[src/rtl/cpu_types_pkg.sv]
// Shared pipeline types: control-bit layouts, pc-select encoding and MEM-stage FSM states.
package cpu_types_pkg;

    typedef logic [31:0] word_t;
    typedef logic [4:0]  regidx_t;

    // Field order is MSB first, so dren lands on bit 0.
    typedef struct packed {
        logic jmp;
        logic bne;
        logic beq;
        logic dwen;
        logic dren;
    } memctrl_t;

    typedef struct packed {
        logic       halt;
        logic [1:0] wsel;
        logic       regwen;
    } wbctrl_t;

    typedef enum logic [1:0] {
        PC_NPC = 2'b00,
        PC_BR  = 2'b01,
        PC_JMP = 2'b10
    } pcsel_t;

    typedef enum logic [1:0] {
        M_IDLE = 2'b00,
        M_WAIT = 2'b01,
        M_DONE = 2'b10
    } memstate_t;

endpackage

[src/rtl/memwb_if.sv]
// MEM/WB latch signals; rf is the writeback/regfile consumer, tb an observer.
interface memwb_if #(
    parameter int WORD_W = 32,
    parameter int REG_W  = 5
);
    logic [WORD_W-1:0] wb_aluout;
    logic [WORD_W-1:0] wb_load;
    logic [WORD_W-1:0] wb_npc;
    logic [REG_W-1:0]  wb_dest;
    logic [3:0]        wb_WBctrl;

    modport rf (input wb_aluout, wb_load, wb_npc, wb_dest, wb_WBctrl);
    modport tb (input wb_aluout, wb_load, wb_npc, wb_dest, wb_WBctrl);
endinterface

[src/rtl/memwb_reg.sv]
// MEM/WB pipeline register: loads its payload when enabled, holds otherwise.
module memwb_reg #(
    parameter int WORD_W = 32,
    parameter int REG_W  = 5
) (
    input  logic              CLK,
    input  logic              RST,
    input  logic              i_en,
    input  logic [WORD_W-1:0] i_aluout,
    input  logic [WORD_W-1:0] i_load,
    input  logic [WORD_W-1:0] i_npc,
    input  logic [REG_W-1:0]  i_dest,
    input  logic [3:0]        i_wbctrl,
    output logic [WORD_W-1:0] o_aluout,
    output logic [WORD_W-1:0] o_load,
    output logic [WORD_W-1:0] o_npc,
    output logic [REG_W-1:0]  o_dest,
    output logic [3:0]        o_wbctrl
);
    always_ff @(posedge CLK or posedge RST) begin
        if (RST) begin
            o_aluout <= '0;
            o_load   <= '0;
            o_npc    <= '0;
            o_dest   <= '0;
            o_wbctrl <= '0;
        end else if (i_en) begin
            o_aluout <= i_aluout;
            o_load   <= i_load;
            o_npc    <= i_npc;
            o_dest   <= i_dest;
            o_wbctrl <= i_wbctrl;
        end
    end
endmodule

[src/rtl/mem_stage.sv]
// MIPS memory stage: dcache request/stall FSM, branch/jump resolution and the MEM/WB latch.
module mem_stage
    import cpu_types_pkg::*;
#(
    parameter int WORD_W = 32,
    parameter int REG_W  = 5
) (
    input  logic              CLK,
    input  logic              RST,
    input  logic              ihit,
    input  logic [WORD_W-1:0] aluout_in,
    input  logic [WORD_W-1:0] store_in,
    input  logic [WORD_W-1:0] npc_in,
    input  logic [WORD_W-1:0] baddr_in,
    input  logic [WORD_W-1:0] jaddr_in,
    input  logic              zero_in,
    input  logic [REG_W-1:0]  dest_in,
    input  logic [3:0]        WBctrl_in,
    input  logic [4:0]        MEMctrl_in,
    input  logic              dhit,
    input  logic [WORD_W-1:0] dmemload,
    output logic              dmemREN,
    output logic              dmemWEN,
    output logic [WORD_W-1:0] dmemaddr,
    output logic [WORD_W-1:0] dmemstore,
    output logic              mem_stall,
    output logic [1:0]        pcsel,
    output logic [WORD_W-1:0] pc_target,
    output logic              flush,
    output logic [WORD_W-1:0] wb_aluout,
    output logic [WORD_W-1:0] wb_load,
    output logic [WORD_W-1:0] wb_npc,
    output logic [REG_W-1:0]  wb_dest,
    output logic [3:0]        wb_WBctrl,
    output logic              halt
);
    memctrl_t          w_mc;
    memstate_t         r_state, w_next;
    logic [WORD_W-1:0] r_ldbuf;
    logic              r_halt;
    logic              w_memop, w_active, w_stall, w_adv, w_taken, w_wb_en;
    logic [WORD_W-1:0] w_load_sel;
    pcsel_t            w_pcsel;
    logic [WORD_W-1:0] w_target;

    assign w_mc     = MEMctrl_in;
    assign w_memop  = w_mc.dren | w_mc.dwen;
    // Once the access has completed (M_DONE) the request is dropped while we wait for ihit.
    assign w_active = w_memop & (r_state != M_DONE);
    assign w_stall  = w_active & ~dhit;
    assign w_adv    = ihit & ~w_stall;
    assign w_wb_en  = w_adv & ~r_halt;

    always_comb begin
        w_next = r_state;
        case (r_state)
            M_IDLE: if (w_memop) begin
                if (!dhit)      w_next = M_WAIT;
                else if (!w_adv) w_next = M_DONE;
            end
            M_WAIT: if (dhit)   w_next = w_adv ? M_IDLE : M_DONE;
            M_DONE: if (w_adv)  w_next = M_IDLE;
            default:            w_next = M_IDLE;
        endcase
    end

    always_ff @(posedge CLK or posedge RST) begin
        if (RST) begin
            r_state <= M_IDLE;
            r_ldbuf <= '0;
            r_halt  <= 1'b0;
        end else begin
            r_state <= w_next;
            if (w_active && dhit) r_ldbuf <= dmemload;
            if (w_wb_en && WBctrl_in[3]) r_halt <= 1'b1;
        end
    end

    assign w_load_sel = dhit ? dmemload : r_ldbuf;

    assign w_taken = (w_mc.beq & zero_in) | (w_mc.bne & ~zero_in);

    always_comb begin
        w_pcsel  = PC_NPC;
        w_target = npc_in;
        if (w_mc.jmp) begin
            w_pcsel  = PC_JMP;
            w_target = jaddr_in;
        end else if (w_taken) begin
            w_pcsel  = PC_BR;
            w_target = baddr_in;
        end
    end

    // Bus outputs are forced low asynchronously so a reset kills an in-flight request.
    assign dmemREN   = ~RST & w_active & w_mc.dren & ~w_mc.dwen;
    assign dmemWEN   = ~RST & w_active & w_mc.dwen;
    assign dmemaddr  = RST ? '0 : aluout_in;
    assign dmemstore = RST ? '0 : store_in;
    assign mem_stall = ~RST & w_stall;
    assign pcsel     = RST ? 2'b00 : w_pcsel;
    assign pc_target = RST ? '0 : w_target;
    assign flush     = ~RST & (w_taken | w_mc.jmp) & w_adv;
    assign halt      = r_halt;

    memwb_if #(.WORD_W(WORD_W), .REG_W(REG_W)) mw ();

    memwb_reg #(.WORD_W(WORD_W), .REG_W(REG_W)) u_memwb (
        .CLK      (CLK),
        .RST      (RST),
        .i_en     (w_wb_en),
        .i_aluout (aluout_in),
        .i_load   (w_load_sel),
        .i_npc    (npc_in),
        .i_dest   (dest_in),
        .i_wbctrl (WBctrl_in),
        .o_aluout (mw.wb_aluout),
        .o_load   (mw.wb_load),
        .o_npc    (mw.wb_npc),
        .o_dest   (mw.wb_dest),
        .o_wbctrl (mw.wb_WBctrl)
    );

    assign wb_aluout = mw.wb_aluout;
    assign wb_load   = mw.wb_load;
    assign wb_npc    = mw.wb_npc;
    assign wb_dest   = mw.wb_dest;
    assign wb_WBctrl = mw.wb_WBctrl;

endmodule

[config.mk]
export PLATFORM = sky130hd
export DESIGN_NAME = mem_stage
export DESIGN_NICKNAME = d
export VERILOG_FILES = /design/src/rtl/cpu_types_pkg.sv /design/src/rtl/memwb_if.sv /design/src/rtl/memwb_reg.sv /design/src/rtl/mem_stage.sv
export SDC_FILE = /design/constraint.sdc
export NUM_CORES = 1
export LEC_CHECK = 0
export CAP_MARGIN = 20
export CORE_AREA = 2 2 162 164
export DETAILED_ROUTE_END_ITERATION = 6
export DIE_AREA = 0 0 164 166
export GPL_ROUTABILITY_DRIVEN = 0
export MAX_ROUTING_LAYER = met4
export SYNTH_ARGS = -nofsm -noshare
export SYNTH_HDL_FRONTEND = slang
export SYNTH_SLANG_ARGS = --single-unit
[constraint.sdc]
create_clock -name CLK -period 12.5 [get_ports CLK]
set_input_delay 2.5 -clock CLK [delete_from_list [all_inputs] [get_ports CLK]]
set_output_delay 2.5 -clock CLK [all_outputs]
set_load 0.05 [all_outputs]
==> results of run 1 <==
## critical path: stages
cell and delay [ps]:
clkdlybuf4s50_1 570, mux2i_4 910, nor3_1 120, a2111oi_0 530, clkdlybuf4s50_1 910
## metrics by stage
step	cell area (um2)	hold WS, ps
2_1_floorplan	7600	428
4_1_cts	12600	490
3_3_place_gp	12000	467
3_5_place_dp	12000	479
6_report	12600	482
5_1_grt	12600	515
## layer usage
metal / vias up / part of all wire / wire (um) / track usage
met5: - / 0 / 0 / -
met4: 0 / 0.029 / 904 / 0.0896
met3: 40 / 0.083 / 2620 / 0.0747
met2: 371 / 0.48 / 15100 / 0.359
met1: 3510 / 0.41 / 12900 / 0.296
li1: 3318 / - / - / -
## cell type report
cell class / instances / area [um2] / share of cell area
sequential: 140 / 3500 / 0.278
tap: 335 / 419 / 0.0332
antenna: 7 / 17.5 / 0.00139
clock buffer: 17 / 425 / 0.0337
multi-input combinational: 451 / 3660 / 0.290
timing repair buffer: 431 / 4290 / 0.340
inverter: 34 / 133 / 0.0105
clock inverter: 15 / 169 / 0.0134
## flip-flops by register name, summed over array words and instances, names as in the netlist
register,cells
u_memwb.o_wbctrl,4
u_memwb.o_load,32
r_state,2
halt,1
u_memwb.o_aluout,32
r_ldbuf,32
u_memwb.o_dest,5
u_memwb.o_npc,32
## how the worst max path moves through the flow
stage | start | end | slack [ps] | cells past startpoint
final | zero_in | pc_target[27] | 4450 | 5
after global routing | zero_in | pc_target[10] | 4300 | 5
after CTS | zero_in | pc_target[10] | 4550 | 5
after detailed placement | zero_in | pc_target[10] | 4580 | 5
after global placement | zero_in | pc_target[10] | 4620 | 5
after floorplan | RST | flush | 2730 | 4
## placed cells by master (no fill, tap or decap), drive strengths merged, types with 2 or more instances in the layout
cell type | synthesis | routed
clkbuf | 49 | 17
nor3 | 67 | 67
a32oi | 32 | 32
mux2 | 106 | 106
buf | 22 | 16
diode | 0 | 7
clkdlybuf4s50 | 0 | 415
nand2 | 33 | 33
nor2 | 2 | 2
o21ai | 2 | 2
a2111oi | 32 | 32
dfrtp | 140 | 140
nor2b | 99 | 99
nand3 | 33 | 33
o2111ai | 32 | 32
inv | 34 | 45
clkinv | 0 | 3
## cell families (layout without fill, tap and decap cells)
logic type             Yosys count  after routing  share of synthesized area
other                            0              7                          0
muxes                          107            107                      0.188
and+or+nand+nor                243            243                      0.173
buffers and inverters          105            497                     0.0617
AOI/OAI and AO/OA              101            101                      0.116
DFF                            140            140                      0.461
## power by group
group | internal (mW) | total (mW) | switching, mW
Combinational | 0.348 | 0.881 | 0.534
Sequential | 0.553 | 0.611 | 0.0580
Clock | 0.287 | 0.516 | 0.230
Total | 1.19 | 2.01 | 0.822
## cell usage after synthesis, types with 12 or more instances
| master | n | share of area |
|---|---|---|
| nand3_1 | 33 | 0.022 |
| nor2b_1 | 99 | 0.081 |
| a32oi_1 | 32 | 0.037 |
| a2111oi_0 | 32 | 0.037 |
| mux2_4 | 60 | 0.12 |
| nor3_1 | 67 | 0.044 |
| buf_2 | 12 | 0.0079 |
| clkbuf_1 | 49 | 0.024 |
| inv_1 | 34 | 0.017 |
| o2111ai_1 | 32 | 0.037 |
| mux2_2 | 44 | 0.065 |
| dfrtp_1 | 140 | 0.46 |
| nand2_1 | 33 | 0.016 |
==> impl_metrics.toml, run 1 <==
[route]
drt_iter0_drc = 414
finalWirelength_um = 31500
final_antenna_net_count = 0
avgRoutedWirePerCell_um = 22.0
vias = 7239
first_pass_iters = 5
drcViolationCount = 0
vias_per_cell = 5.06

[sta]
maxSlewViolCount = 0
fin_ws_ps = 4450
worstMarginPinSlew_ps = 1070
tns_ps = 0
clock_skew_ps = 17.9
max_freq_ghz = 0.124
hold_violations = 0
fin_crit_ps = 8050
setup_viol = 0
maxSlewHeadroom = 0.272
fin_crit_sh = 0.644
rsz0062_at_grt = "no"

[yosys]
synth_edf_count = 0
ys.flop_type = "dfrtp_1"
yosys_warnings = 0
synth_async_sr_flop_share = 1.00
synth_area_mm2 = 0.00760
postSynthAreaPerCell_um2 = 10.9
ys_types = 31
synth_nets = 907
ys_seq_area_frac = 0.461
ys_seq_elements = 140
postSynthCellCount = 696

[critical_path]
reg2reg_from = "r_state[1]"
rrSetupSlack_ps = 9860
worstSetupPathType = "in -> out"
cp-end-kind = "output pin"
cp-start-kind = "input pin"
timing.rr.end = "u_memwb.o_aluout[26]"
path_max_fanout = 33
cp.required_ps = 10000
cp.arrival_ps = 5550
reg2regPathDepth = 5

[placed_design]
portBuffers = 418
dp_slack_ps = 4580
dp_hpwl_um = 23400
dp_cells = 1391

[grt]
grt.overflow.total = 0
grt_use_total = 0.237
antenna_found_initial = 7
grt_pass1_wl_um = 46600
grt_max_degree = 100
grt_pass1_vias = 7311

[clock_network]
clk_pin_slew_ps = 60
clk_latency_ps = 420
cts_buffers = 17
cts_buffer_depth = 2
htree_num_levels = 4
post_cts_buffers = 0
clkSinkCount = 140
cts-root-buf = "clkbuf_16"
postCtsResizedCells = 0
cts.hold.buffers_added = 0
cts_tree = "yes"

[die]
initial_core_util = 0.297
core_mm2 = 0.0256
fp-row-count = 59
die_area_mm2 = 0.0272
die_y_um = 166
ioPinCount = 419
fp.dieW_um = 164

[power]
p_leak_nw = 4.95
finalPower_mw = 2.01
p_per_area_mw_per_mm2 = 159
vdd_drop_max_uv = 83.4

[final_layout]
nFillCells = 2345
final_layout_size_suffix_gt1_frac = 0.147
final_util = 0.493
finalNonFillerCells = 1430
nNetsFinal = 1286
area_delta_synth_final_pct = 65.9

[worst_hold_path]
min_to = "r_state[0]"
min-delay-start = "r_state[1]"
worstHoldPathCells = 1
hold_path_class = "reg -> reg"

[run]
drv_cap = 0

[outcome]
status = "completed"
Note: power is estimated with default switching activity, not from simulation.
==> inputs of run 2 (changes only) <==
--- a/config.mk
+++ b/config.mk
@@ -6,11 +6,12 @@
 export NUM_CORES = 1
 export LEC_CHECK = 0
 export CAP_MARGIN = 20
-export CORE_AREA = 2 2 162 164
+export CORE_AREA = 2 2 161 163
 export DETAILED_ROUTE_END_ITERATION = 6
-export DIE_AREA = 0 0 164 166
+export DIE_AREA = 0 0 163 165
 export GPL_ROUTABILITY_DRIVEN = 0
 export MAX_ROUTING_LAYER = met4
+export PLACE_DENSITY = 0.65
 export SYNTH_ARGS = -nofsm -noshare
 export SYNTH_HDL_FRONTEND = slang
 export SYNTH_SLANG_ARGS = --single-unit
==> constraint.sdc (replaced) <==
create_clock -name CLK -period 7.59 [get_ports CLK]
set_input_delay 1.518 -clock CLK [delete_from_list [all_inputs] [get_ports CLK]]
set_output_delay 1.518 -clock CLK [all_outputs]
set_load 0.05 [all_outputs]
==> run 2 against run 1 <==
  * Clock-buffer cell count increased by 1
  * Clock skew decreased by 6.4 ps
  * Total power increased by 65%
  * Final cell count decreased by 0.70%
  * Cell area decreased by 0.24%
  * Sequential power increased by 65%
  * Setup slack got worse by 3000 ps
  * Highest routed layer unchanged
  * Die area decreased by 1.2%
  * First-iteration DRC count increased by 25%
==> impl_metrics.toml, run 2 (same netlist as run 1, synthesis figures left out) <==
[sta]
rsz0062_at_grt = "no"
worstMarginPinSlew_ps = 1140
tns_ps = 0
hold_violations = 0
clock_skew_ps = 11.5
fin_crit_sh = 0.812
maxSlewViolCount = 0
fin_ws_ps = 1430
hold-worst-slack_ps = 483
fin_crit_ps = 6160
maxSlewHeadroom = 0.242
max_freq_ghz = 0.162
setup_viol = 0

[grt]
antenna_found_initial = 1
grt_max_degree = 100
grt.overflow.total = 0
grt_use_total = 0.224
grt_pass1_vias = 7101
grt_pass1_wl_um = 43400

[outcome]
status = "completed"

[route]
top_layer_used = "met4"
vias_per_cell = 4.99
vias = 7083
routed-wl-met2_um = 14900
met3_length_um = 2700
drcViolationCount = 0
finalWirelength_um = 30600
first_pass_iters = 5
wirelength_met1_um = 12200
avgRoutedWirePerCell_um = 21.5
drt_iter0_drc = 517
final_antenna_net_count = 0

[die]
fp-row-count = 58
fp.dieW_um = 163
die_y_um = 165
initial_core_util = 0.304
ioPinCount = 419
die_area_mm2 = 0.0269
core_mm2 = 0.0250

[clock_network]
clk_pin_slew_ps = 60
cts.hold.buffers_added = 0
clkSinkCount = 140
clk_latency_ps = 420
cts_buffers = 17
cts_tree = "yes"
cts-root-buf = "clkbuf_16"
cts_buffer_depth = 2
htree_num_levels = 4
postCtsResizedCells = 0
post_cts_buffers = 0

[placed_design]
dp_hpwl_um = 22600
dp_slack_ps = 1550
post_dp_cell_area_mm2 = 0.0120
dp_cells = 1387
portBuffers = 418

[final_layout]
layout_common_cells = "416 x clkdlybuf4s50_1, 140 x dfrtp_1, 97 x nor2b_1, 67 x nor3_1, 60 x mux2_4"
area_delta_synth_final_pct = 65.6
register_area_mm2 = 0.00350
nNetsFinal = 1287
finalNonFillerCells = 1420
final_layout_size_suffix_gt1_frac = 0.144
final_util = 0.503
multi_input_area_mm2 = 0.00365
final_common_cell = "clkdlybuf4s50_1"
stdcell_area_mm2 = 0.0126
nFillCells = 2314

[power]
combPwrFrac = 0.438
p_int_mw = 2.00
finalPower_mw = 3.32
swShare = 0.397
vdd_drop_max_uv = 149
clkPwrFrac = 0.259
seq_power_share = 0.303
p_leak_nw = 4.93
p_per_area_mw_per_mm2 = 264
power.switching_mw = 1.32

[critical_path]
path_max_fanout = 26
cp-end-kind = "output pin"
cp.required_ps = 6070
cp.arrival_ps = 4640
cp-start-kind = "input pin"
worstSetupPathType = "in -> out"

[worst_hold_path]
hold_path_class = "reg -> reg"

[run]
drv_cap = 0
-- run 2: per-layer routing --
metal | up-vias | track usage
met2 | 339 | 0.355
met4 | 0 | 0.0764
met1 | 3398 | 0.269
met3 | 35 | 0.0761
li1 | 3311 | -
met5 | - | -
-- run 2: cell type report --
cell class | instances | area share
timing repair buffer | 432 | 0.340
multi-input combinational | 451 | 0.290
sequential | 140 | 0.278
clock buffer | 18 | 0.0341
tap | 330 | 0.0328
clock inverter | 13 | 0.0133
inverter | 34 | 0.0104
antenna | 2 | 0.000398
-- run 2: path summary, 6_finish.rpt --
check | start | endpoint | slack, ps | cells after the start
max | zero_in | pc_target[15] | 1430 | 5
min | r_state[1] | r_state[0] | 480 | 1
max reg2reg | r_state[1] | u_memwb.o_npc[31] | 5380 | 4
min reg2reg | r_state[1] | r_state[0] | 480 | 1
max in group asynchronous | RST | u_memwb.o_aluout[27] | 5010 | 3
min in group asynchronous | RST | u_memwb.o_wbctrl[0] | 1200 | 2
-- run 2: critical path: stages --
cell             delay [ps]
clkdlybuf4s50_1         570
mux2i_4                 790
nor3_1                   80
a2111oi_0               730
clkdlybuf4s50_1         950
-- run 2: power by group through the flow --
| stage | clock, mW | combinational (mW) | sequential, mW |
|---|---|---|---|
| 2_1_floorplan | 0 | 0.417 | 1.48 |
| 6_report | 0.859 | 1.46 | 1.01 |
| 4_1_cts | 0.881 | 1.46 | 1.00 |
| 3_3_place_gp | 0 | 1.45 | 1.01 |
| 3_5_place_dp | 0 | 1.46 | 1.01 |
| 5_1_grt | 0.917 | 1.50 | 1.02 |
==> inputs of run 3 (changes only) <==
--- a/config.mk
+++ b/config.mk
@@ -6,12 +6,12 @@
 export NUM_CORES = 1
 export LEC_CHECK = 0
 export CAP_MARGIN = 20
-export CORE_AREA = 2 2 161 163
+export CORE_AREA = 2 2 162 164
 export DETAILED_ROUTE_END_ITERATION = 6
-export DIE_AREA = 0 0 163 165
+export DIE_AREA = 0 0 164 166
 export GPL_ROUTABILITY_DRIVEN = 0
 export MAX_ROUTING_LAYER = met4
-export PLACE_DENSITY = 0.65
+export PLACE_DENSITY = 0.67
 export SYNTH_ARGS = -nofsm -noshare
 export SYNTH_HDL_FRONTEND = slang
 export SYNTH_SLANG_ARGS = --single-unit
==> constraint.sdc (replaced) <==
create_clock -name CLK -period 5 [get_ports CLK]
set_input_delay 1 -clock CLK [delete_from_list [all_inputs] [get_ports CLK]]
set_output_delay 1 -clock CLK [all_outputs]
set_load 0.05 [all_outputs]
==> run 3 against run 2 <==
  * Register-to-register slack got worse by 3100 ps
  * Cell area increased by 0.29%
  * Clock-buffer cell count unchanged
  * Worst hold slack got worse by 14 ps
  * Global-route usage decreased by 0.17 points
  * Clock skew increased by 5.7 ps
  * Critical path type unchanged
  * Critical endpoint is now pc_target[21]
  * Setup slack got worse by 840 ps
  * First-iteration DRC count decreased by 24%
==> impl_metrics.toml, run 3 (same netlist as run 1, synthesis figures left out) <==
[power]
vdd_drop_max_uv = 186
swShare = 0.404
p_int_mw = 2.97
finalPower_mw = 4.99
seq_power_share = 0.305
combPwrFrac = 0.441
clkPwrFrac = 0.254
p_per_area_mw_per_mm2 = 395
power.switching_mw = 2.01
p_leak_nw = 5.00

[final_layout]
stdcell_area_mm2 = 0.0126
nNetsFinal = 1290
nFillCells = 2312
final_common_cell = "clkdlybuf4s50_1"
layout_common_cells = "388 x clkdlybuf4s50_1, 140 x dfrtp_1, 97 x nor2b_1, 67 x nor3_1, 60 x mux2_4"
finalNonFillerCells = 1427
area_delta_synth_final_pct = 66.0
register_area_mm2 = 0.00350
final_layout_size_suffix_gt1_frac = 0.177
final_util = 0.493
multi_input_area_mm2 = 0.00370
diodes = 0

[critical_path]
path_max_fanout = 10
timing.rr.end = "u_memwb.o_aluout[21]"
startpoint = "zero_in"
cp-end-kind = "output pin"
cp.arrival_ps = 3410
cp.required_ps = 4000
reg2reg_from = "r_state[1]"
worstSetupPathType = "in -> out"
cp-start-kind = "input pin"
rrSetupSlack_ps = 2290
critPathCapture = "pc_target[21]"
reg2regPathDepth = 4

[route]
drcViolationCount = 0
final_antenna_net_count = 0
vias_per_cell = 4.99
finalWirelength_um = 29900
first_pass_iters = 5
drt_iter0_drc = 391
vias = 7122
avgRoutedWirePerCell_um = 20.9

[sta]
clock_skew_ps = 17.2
rsz0062_at_grt = "no"
fin_crit_ps = 4410
fin_crit_sh = 0.881
max_freq_ghz = 0.227
hold_violations = 0
setup_viol = 0
maxSlewHeadroom = 0.233
maxSlewViolCount = 0
worstMarginPinSlew_ps = 1150

[worst_hold_path]
worstHoldPathCells = 1
hold_path_class = "reg -> reg"

[grt]
grt_pass1_vias = 7375
antenna_found_initial = 1
grt_max_degree = 141
grt_pass1_wl_um = 44700
grt_use_total = 0.223
grt.overflow.total = 0

[die]
fp-row-count = 59
ioPinCount = 419
die_area_mm2 = 0.0272
core_mm2 = 0.0256
die_y_um = 166
initial_core_util = 0.297
fp.dieW_um = 164

[clock_network]
cts_buffer_depth = 2
post_cts_buffers = 0
postCtsResizedCells = 0
cts_buffers = 17
cts_tree = "yes"
cts.hold.buffers_added = 0
htree_num_levels = 4
clkSinkCount = 140
clk_pin_slew_ps = 60
clk_latency_ps = 420
cts-root-buf = "clkbuf_16"

[placed_design]
post_dp_cell_area_mm2 = 0.0120
dp_hpwl_um = 21900
portBuffers = 418
dp_cells = 1394

[outcome]
status = "completed"

[run]
drv_cap = 0
## run 3: cell count changes in the layout (fill, tap and decap cells not counted), sizes merged, moves of 2 or more
cell           before  now
buf                16   47
clkinv              6    1
diode               2    0
clkdlybuf4s50     416  388
inv                35   42
bufinv              3    1
## run 3: layout make-up
cell class,instances,share of cell area
multi-input cells,451,0.293
clock buffers,18,0.0348
flip-flops and latches,140,0.278
inverters,34,0.0104
repair buffers,435,0.339
well taps,335,0.0332
clock inverters,14,0.0117
## run 3: power by group through the flow
stage / Combinational, mW / Clock (mW) / Sequential [mW]
final: 2.20 / 1.27 / 1.52
after global routing: 2.27 / 1.36 / 1.55
after CTS: 2.21 / 1.31 / 1.52
after detailed placement: 2.21 / 0 / 1.53
after global placement: 2.20 / 0 / 1.53
after floorplan: 0.642 / 0 / 2.24
## run 3: critical path: stages
cell and delay [ps]:
clkdlybuf4s50_1 550, mux2i_4 420, nor3_1 80, a2111oi_1 460
clkdlybuf4s50_1 890
## run 3: metal layers
metal | up-vias | share of wire | global-route usage
li1 | 3303 | - | -
met4 | 0 | 0.019 | 0.0519
met3 | 33 | 0.071 | 0.0624
met1 | 3483 | 0.41 | 0.276
met2 | 303 | 0.50 | 0.360
met5 | - | 0 | -
## run 3: through the flow
step           hold slack, ps  worst slack, ps  setup TNS (ps)
5_1_grt                   494              499               0
3_5_place_dp              463              635               0
6_report                  469              593               0
3_3_place_gp              456              711               0
4_1_cts                   470              627               0
2_1_floorplan             428            -8.41           -8.41
## run 3: worst min path at each step
stage	from	end	slack [ps]
floorplan	r_state[1]	r_state[0]	430
global placement	r_state[1]	r_state[0]	460
detailed placement	r_state[1]	r_state[0]	460
CTS	r_state[1]	r_state[0]	470
global route	r_state[1]	r_state[0]	490
finish	r_state[1]	r_state[0]	470
